--- config.mk ---
export PLATFORM = sky130hd
export DESIGN_NAME = alarm_controller
export DESIGN_NICKNAME = d
export VERILOG_FILES = /design/src/rtl/clock_pkg.sv /design/src/rtl/alarm_controller.sv
export SDC_FILE = /design/constraint.sdc
export NUM_CORES = 1
export LEC_CHECK = 0
export CORE_ASPECT_RATIO = 0.5
export CORE_MARGIN = 2
export CORE_UTILIZATION = 48
export CTS_CLUSTER_SIZE = 16
export DETAILED_ROUTE_END_ITERATION = 7
export GPL_TIMING_DRIVEN = 0
export PLACE_DENSITY = 0.86
export REMOVE_ABC_BUFFERS = 1
export SLEW_MARGIN = 20
export SYNTH_ARGS = -nofsm -noshare
export SYNTH_HDL_FRONTEND = slang
export SYNTH_SLANG_ARGS = --single-unit
--- constraint.sdc ---
create_clock -name clk -period 2.1 [get_ports clk]
set_input_delay 0.315 -clock clk [delete_from_list [all_inputs] [get_ports clk]]
set_output_delay 0.315 -clock clk [all_outputs]
set_load 0.01 [all_outputs]
--- src/rtl/clock_pkg.sv ---
// Shared definitions for digital_clock and alarm_controller.
//   - watch word layout {hours, minutes, seconds}, binary fields
//   - stored alarm word layout {hours, minutes}
//   - legal range limits for hours and minutes
//   - alarm state encoding
package clock_pkg;

    localparam int WATCH_W  = 17;
    localparam int HOUR_W   = 5;
    localparam int MIN_W    = 6;
    localparam int SEC_W    = 6;

    localparam int HOUR_LSB = 12;
    localparam int MIN_LSB  = 6;
    localparam int SEC_LSB  = 0;

    localparam int ALARM_W        = HOUR_W + MIN_W;
    localparam int ALARM_HOUR_LSB = MIN_W;
    localparam int ALARM_MIN_LSB  = 0;

    localparam int MAX_HOUR = 23;
    localparam int MAX_MIN  = 59;

    typedef enum logic [1:0] {
        ST_IDLE    = 2'd0,
        ST_RINGING = 2'd1,
        ST_SNOOZE  = 2'd2
    } alarm_state_t;

endpackage

--- src/rtl/alarm_controller.sv ---
// Alarm sequencer: stores an alarm time, fires when the watch reaches
// hh:mm:00 while armed, rings for a bounded time and supports a limited
// number of snoozes per alarm event.
//
// Ports
//   clk            1 Hz system clock, rising edge
//   rst            asynchronous active-high reset
//   watch          current time {hours, minutes, seconds}
//   alarm_hours    hour to load (0-23)
//   alarm_minutes  minute to load (0-59)
//   load_alarm     strobe capturing alarm_hours/alarm_minutes
//   alarm_en       level, alarm armed when high
//   snooze         one-cycle snooze request
//   dismiss        one-cycle dismiss request
//   alarm_time     stored alarm {hours, minutes}
//   ringing        high while ringing
//   snoozing       high while snoozing
//   buzzer         toggles every ringing cycle, low otherwise
//   snooze_left    snoozes remaining for the current event
//
// state   | meaning
// IDLE    | waiting for the watch to reach the alarm time
// RINGING | buzzer active, ring timer running toward auto-stop
// SNOOZE  | buzzer quiet, snooze timer running toward re-ring
module alarm_controller
    import clock_pkg::*;
#(
    parameter int RING_TIMEOUT  = 60,
    parameter int SNOOZE_CYCLES = 300,
    parameter int MAX_SNOOZE    = 3
) (
    input  logic                clk,
    input  logic                rst,
    input  logic [WATCH_W-1:0]  watch,
    input  logic [HOUR_W-1:0]   alarm_hours,
    input  logic [MIN_W-1:0]    alarm_minutes,
    input  logic                load_alarm,
    input  logic                alarm_en,
    input  logic                snooze,
    input  logic                dismiss,
    output logic [ALARM_W-1:0]  alarm_time,
    output logic                ringing,
    output logic                snoozing,
    output logic                buzzer,
    output logic [1:0]          snooze_left
);

    // A parameter of 1 would give a zero-width timer; keep at least one bit.
    localparam int RING_W = (RING_TIMEOUT  > 1) ? $clog2(RING_TIMEOUT)  : 1;
    localparam int SNZ_W  = (SNOOZE_CYCLES > 1) ? $clog2(SNOOZE_CYCLES) : 1;

    localparam logic [RING_W-1:0] RING_LAST = RING_W'(RING_TIMEOUT - 1);
    localparam logic [SNZ_W-1:0]  SNZ_LAST  = SNZ_W'(SNOOZE_CYCLES - 1);

    alarm_state_t       state;
    logic [RING_W-1:0]  ring_cnt;
    logic [SNZ_W-1:0]   snz_cnt;
    logic               match;
    logic               match_q;
    logic               trigger;
    logic               load_ok;

    logic [HOUR_W-1:0]  watch_hour;
    logic [MIN_W-1:0]   watch_min;
    logic [SEC_W-1:0]   watch_sec;

    assign watch_hour = watch[HOUR_LSB +: HOUR_W];
    assign watch_min  = watch[MIN_LSB  +: MIN_W];
    assign watch_sec  = watch[SEC_LSB  +: SEC_W];

    assign load_ok = (alarm_hours   <= HOUR_W'(MAX_HOUR)) &&
                     (alarm_minutes <= MIN_W'(MAX_MIN));

    assign match = alarm_en &&
                   (watch_hour == alarm_time[ALARM_HOUR_LSB +: HOUR_W]) &&
                   (watch_min  == alarm_time[ALARM_MIN_LSB  +: MIN_W]) &&
                   (watch_sec  == '0);

    // Rising edge only, so a watch value held at hh:mm:00 fires once.
    assign trigger = match && !match_q;

    always_ff @(posedge clk or posedge rst) begin
        if (rst) begin
            alarm_time <= '0;
        end else if (load_alarm && load_ok) begin
            alarm_time <= {alarm_hours, alarm_minutes};
        end
    end

    always_ff @(posedge clk or posedge rst) begin
        if (rst) begin
            state       <= ST_IDLE;
            match_q     <= 1'b0;
            ring_cnt    <= '0;
            snz_cnt     <= '0;
            ringing     <= 1'b0;
            snoozing    <= 1'b0;
            buzzer      <= 1'b0;
            snooze_left <= 2'd0;
        end else begin
            match_q <= match;
            case (state)
                ST_IDLE: begin
                    if (trigger) begin
                        state       <= ST_RINGING;
                        ring_cnt    <= '0;
                        ringing     <= 1'b1;
                        buzzer      <= 1'b1;
                        snooze_left <= 2'(MAX_SNOOZE);
                    end
                end

                ST_RINGING: begin
                    if (!alarm_en || dismiss) begin
                        state    <= ST_IDLE;
                        ring_cnt <= '0;
                        ringing  <= 1'b0;
                        buzzer   <= 1'b0;
                    end else if (snooze && (snooze_left != 2'd0)) begin
                        state       <= ST_SNOOZE;
                        snz_cnt     <= '0;
                        ring_cnt    <= '0;
                        snooze_left <= snooze_left - 2'd1;
                        ringing     <= 1'b0;
                        snoozing    <= 1'b1;
                        buzzer      <= 1'b0;
                    end else if (ring_cnt == RING_LAST) begin
                        state    <= ST_IDLE;
                        ring_cnt <= '0;
                        ringing  <= 1'b0;
                        buzzer   <= 1'b0;
                    end else begin
                        ring_cnt <= ring_cnt + RING_W'(1);
                        buzzer   <= ~buzzer;
                    end
                end

                ST_SNOOZE: begin
                    if (!alarm_en || dismiss) begin
                        state    <= ST_IDLE;
                        snz_cnt  <= '0;
                        snoozing <= 1'b0;
                    end else if (snz_cnt == SNZ_LAST) begin
                        state    <= ST_RINGING;
                        snz_cnt  <= '0;
                        ring_cnt <= '0;
                        snoozing <= 1'b0;
                        ringing  <= 1'b1;
                        buzzer   <= 1'b1;
                    end else begin
                        snz_cnt <= snz_cnt + SNZ_W'(1);
                    end
                end

                default: begin
                    state    <= ST_IDLE;
                    ring_cnt <= '0;
                    snz_cnt  <= '0;
                    ringing  <= 1'b0;
                    snoozing <= 1'b0;
                    buzzer   <= 1'b0;
                end
            endcase
        end
    end

endmodule
; Word level (Yosys, flattened, before mapping)
; Cells that the tools add are included.
[op_classes]
order_cmp = 2
eq_ne = 13
bitwise = 2
addsub = 3
reduce_logical = 20
n_mux = 39
[op_table]
columns = cell, count
row1 = $mux 6, 6
row2 = $mux 9, 4
row3 = $pmux 9 s3, 1
row4 = $mux 2, 9
row5 = $pmux 6 s3, 1
row6 = $mux 1, 13
row7 = $reduce_and 4->1, 3
row8 = $ne 2x2->1 const B, 5
row9 = $add 9x1->9 const B, 1
row10 = $eq 9x9->1 const B, 1
row11 = $pmux 1 s3, 3
row12 = $reduce_and 3->1, 3
row13 = $logic_and 1x1->1, 7
row14 = $add 6x1->6 const B, 1
row15 = $eq 6x6->1, 1
row16 = $eq 6x6->1 const B, 1
row17 = $le 6x6->1 const B, 1
row18 = $logic_not 6->1, 1
row19 = $pmux 2 s3, 1
row20 = $eq 5x5->1, 1
row21 = $le 5x5->1 const B, 1
row22 = $ne 4x4->1 const B, 1
row23 = $pmux 2 s2, 1
row24 = $reduce_bool 2->1, 2
row25 = 8 further kinds, 10
[totals]
word_cells = 88
out_inout_bits = 16
ff_bits = 34

; Logic depth before layout (Yosys ltp)
[logic_depth]
depth_word = 7
mapped_depth = 7
ltp_nobuf = 7

; Worst setup path after synthesis
; OpenSTA, ideal clock, no wires.
[synth_path]
kind = register to register
startpoint = register alarm_time[9]
endpoint = register ring_cnt[2]
path_stages_with_launch = 6
t_arrival_ps = 1691
path_slack_ps = 285
path_buffers = 0
period_less_slack_ps = 1815
required_ps = 1976
setup_time_ps = 124
cell_sequence = dfrtp_1 -> xnor2_1 -> nand4_1 -> or4_4 -> o2bb2ai_2 -> a211o_1
[synth_between]
elab_chain_cells = 7
[synth_lines]
columns = item, line
row1 = from (decl), alarm_controller.sv:41  ; output logic [ALARM_W-1:0] alarm_time,
row2 = from (signal assigned), alarm_controller.sv:86  ; alarm_time <= {alarm_hours, alarm_minutes};
row3 = $eq 5x5->1, alarm_controller.sv:75  ; (watch_hour == alarm_time[ALARM_HOUR_LSB +: HOUR_W]) &&
row4 = $logic_and 1x1->1, alarm_controller.sv:74  ; assign match = alarm_en &&
row5 = $logic_and 1x1->1, alarm_controller.sv:75
row6 = $logic_and 1x1->1, alarm_controller.sv:76  ; (watch_min == alarm_time[ALARM_MIN_LSB +: MIN_W]) &&
row7 = $logic_and 1x1->1, alarm_controller.sv:80  ; assign trigger = match && !match_q;
row8 = $ne 2x2->1 (no line), -
row9 = $reduce_and 3->1 (no line), -
row10 = to (signal assigned), alarm_controller.sv:133  ; ring_cnt <= ring_cnt + RING_W'(1);
row11 = to (decl), alarm_controller.sv:56  ; logic [RING_W-1:0] ring_cnt;
; Every way passes these cells.
; A chain may end at the register's enable or synchronous reset.

; Worst setup path in the final report
[layout_path]
startpoint = input port watch[1]
endpoint = register ring_cnt[2]
[layout_between]
elab_chain_cells = 5
[layout_lines]
columns = item, line
row1 = from (decl), alarm_controller.sv:34  ; input logic [WATCH_W-1:0] watch,
row2 = $logic_not 6->1, alarm_controller.sv:77  ; (watch_sec == '0);
row3 = $logic_and 1x1->1, alarm_controller.sv:76
row4 = $logic_and 1x1->1, alarm_controller.sv:80
row5 = $ne 2x2->1 (no line), -
row6 = $reduce_and 3->1 (no line), -
; Every way passes these cells.

==> results.cfg <==
[critical_path]
cp-end-kind = register
worstSetupPathType = in -> reg
critical_path_required_ns = 2.27
crit_chain = clkdlybuf4s50_1 -> nor4b_4 -> nand2_2 -> or4_4 -> o2bb2ai_4 -> a211o_1
cp-start-kind = primary input
r2r_setup_slack_ns = 0.09
slowest_delay_ns = 0.57
crit_path_max_fanout = 6
worst_ep_arrival_time_ns = 2.23
crit_path_top_delay_cell = or4_4

[routing]
viasPerCell = 5.48
dr_total_vias = 1519
wl_um = 4080
drc = 0
routedWlPerCell_um = 14.7
dr.first_iter.drc_count = 74
ant_nets = 0
drtPass1Iterations = 4

[final_layout]
drive_above_1_share = 0.146
nNetsFinal = 263
fin_area_um2 = 2490
fillers = 268
layout_common_cells = clkdlybuf4s50_1, dfrtp_1, nand2_1, xnor2_1, nor2_1
fin_util = 0.706
area_growth_pct = 37.4
stdcell_count = 277
antenna_cells = 0
layout_commonest_cell = clkdlybuf4s50_1

[timing]
clock_skew_ns = 0.0101
finalSetupViolations = 0
finalSetupTns_ns = 0
period_minus_slack_ns = 2.07
clock.fmax_mhz = 484
relSlewSlack = 0.538
worst_pin_slew_ns = 0.692
finalHoldViolCount = 0
min_period_over_period = 0.984
slew_viol_final = 0

[run_status]
outcome = completed

[yosys]
synth_seq_area_share = 0.470
synth_ff_type = dfrtp_1
syn_area_per_cell_um2 = 10.7
async_flop_share = 1.00
synth_area_leaders = dfrtp_1, mux2_2, xnor2_1
synth_cell_types = 42
synth_area_leader_cell = dfrtp_1
yosysTopAreaCellShare = 0.470
synth_warnings = 0
synthCells = 169
synth_area_um2 = 1810
ys_ff_latch = 34
synth-edff-count = 0

[global_routing]
grt_pass1_vias = 1428
grt_max_degree = 35
antenna_found_initial = 0
grt_overflow = 0
grt_pass1_wl_um = 6560
track_usage = 0.203

[worst_hold_path]
hp-class = in -> reg

[pwr]
p_clk_frac = 0.304
power_w = 0.00149
switchingPower_w = 0.000380
p_seq_frac = 0.493
ir_worst_vdd_mv = 0.444
swShare = 0.255
p_int_w = 0.00111
p_leak_nw = 1.06
combPwrFrac = 0.203
power_density_nw_per_um2 = 598

[die]
fp.dieH_um = 47.4
dieArea_um2 = 4310
core_area_um2 = 3530
row_count = 15
start_util = 0.513
fp.dieW_um = 90.9
pin_count = 50

[placement]
dp_cells = 266
placed_area_um2 = 2350
place.gp.congestion = 0.828
hpwl_um = 2960
port_buffers = 49

[clock_network]
cts_buffer_depth = 2
clock-sinks = 34
cts_root_buf = clkbuf_8
numCtsBuffers = 5
htreeDepth = 2
clk_pin_slew_worst_paths_ns = 0.06
cts_tree = built
clk_latency_ns = 0.29
hold_buffers = 0

[job]
cap_violations = 0
[cell usage after synthesis (2+ instances only)]
master    number
nor3b_1        2
a211o_1        2
nor4_1         2
nand3_1        7
xnor2_1       13
ha_1           3
nand4b_1       2
o211ai_1       3
nor2_1        13
nor4bb_1       3
a21o_1         2
nor3_1         4
mux2_2        11
and3_1         2
xor2_1         5
nand4_1        7
a21oi_1        4
dfrtp_1       34
o21ai_0        5
inv_1          5
a22o_2         2
o22a_1         2
or2b_2         2
nand2_1       13
nand2b_1       4
[cell type report]
cell class	count	area (um^2)	share of cell area
multi-input cells	127	952	0.382
flip-flops and latches	34	851	0.342
repair buffers	53	528	0.212
clock buffers	7	76.3	0.0307
well taps	51	63.8	0.0256
inverters	5	18.8	0.00754
[sequential cells by signal, indices dropped and copies added (netlist names)]
| register | cells |
|---|---|
| match_q | 1 |
| ringing | 1 |
| snz_cnt | 9 |
| ring_cnt | 6 |
| snoozing | 1 |
| snooze_left | 2 |
| state | 2 |
| alarm_time | 11 |
| buzzer | 1 |
[metrics by stage]
stage	setup slack, ns	hold slack, ns
2_1_floorplan	0.285	0.457
3_3_place_gp	-0.278	0.462
3_5_place_dp	-0.295	0.464
4_1_cts	0.00321	0.479
5_1_grt	-0.0121	0.414
6_report	0.0343	0.416
[logic make-up after synthesis]
family	count (synthesis)	share of synthesized area
fa+ha+maj	3	0.0207
flops	34	0.470
buf+inv	8	0.0214
simple gates	68	0.222
xor+xnor	18	0.0870
mux	11	0.0684
compound gates	27	0.111
[critical path: cells and delay by family]
kind | cells | cell delay, ns
simple gates | 3 | 0.96
compound gates | 2 | 0.49
buf+inv | 1 | 0.45
[metal layers]
metal  global-route usage  vias up  part of all wire
met5                    0        -                 0
met3               0.0598        8             0.057
met1                0.251      732              0.44
li1                     -      728                 -
met4                0.100        0             0.020
met2                0.346       51              0.48
[path summary, 6_finish.rpt]
check,start,to,cells past startpoint
worst max-delay path,watch[1],ring_cnt[2],6
min in group asynchronous,rst,alarm_time[0],2
worst min register to register,ringing,ringing,2
worst max register to register,alarm_time[10],ring_cnt[2],5
worst min-delay path,watch[0],match_q,4
max in group asynchronous,rst,ring_cnt[2],2
[what timing repair did]
item                       4_1_cts  5_1_grt
gates resized for setup          0        7
setup endpoints to repair        0       15
buffers inserted                 0        4
[power groups by stage]
| stage | Sequential, W | Clock [W] | Combinational, W |
|---|---|---|---|
| finish | 0.000734 | 0.000453 | 0.000303 |
| global route | 0.000741 | 0.000483 | 0.000329 |
| CTS | 0.000734 | 0.000457 | 0.000303 |
| detailed placement | 0.000745 | 0 | 0.000299 |
| global placement | 0.000743 | 0 | 0.000294 |
| floorplan | 0.000757 | 0 | 0.000120 |
Note: power is estimated with default switching activity, not from simulation.
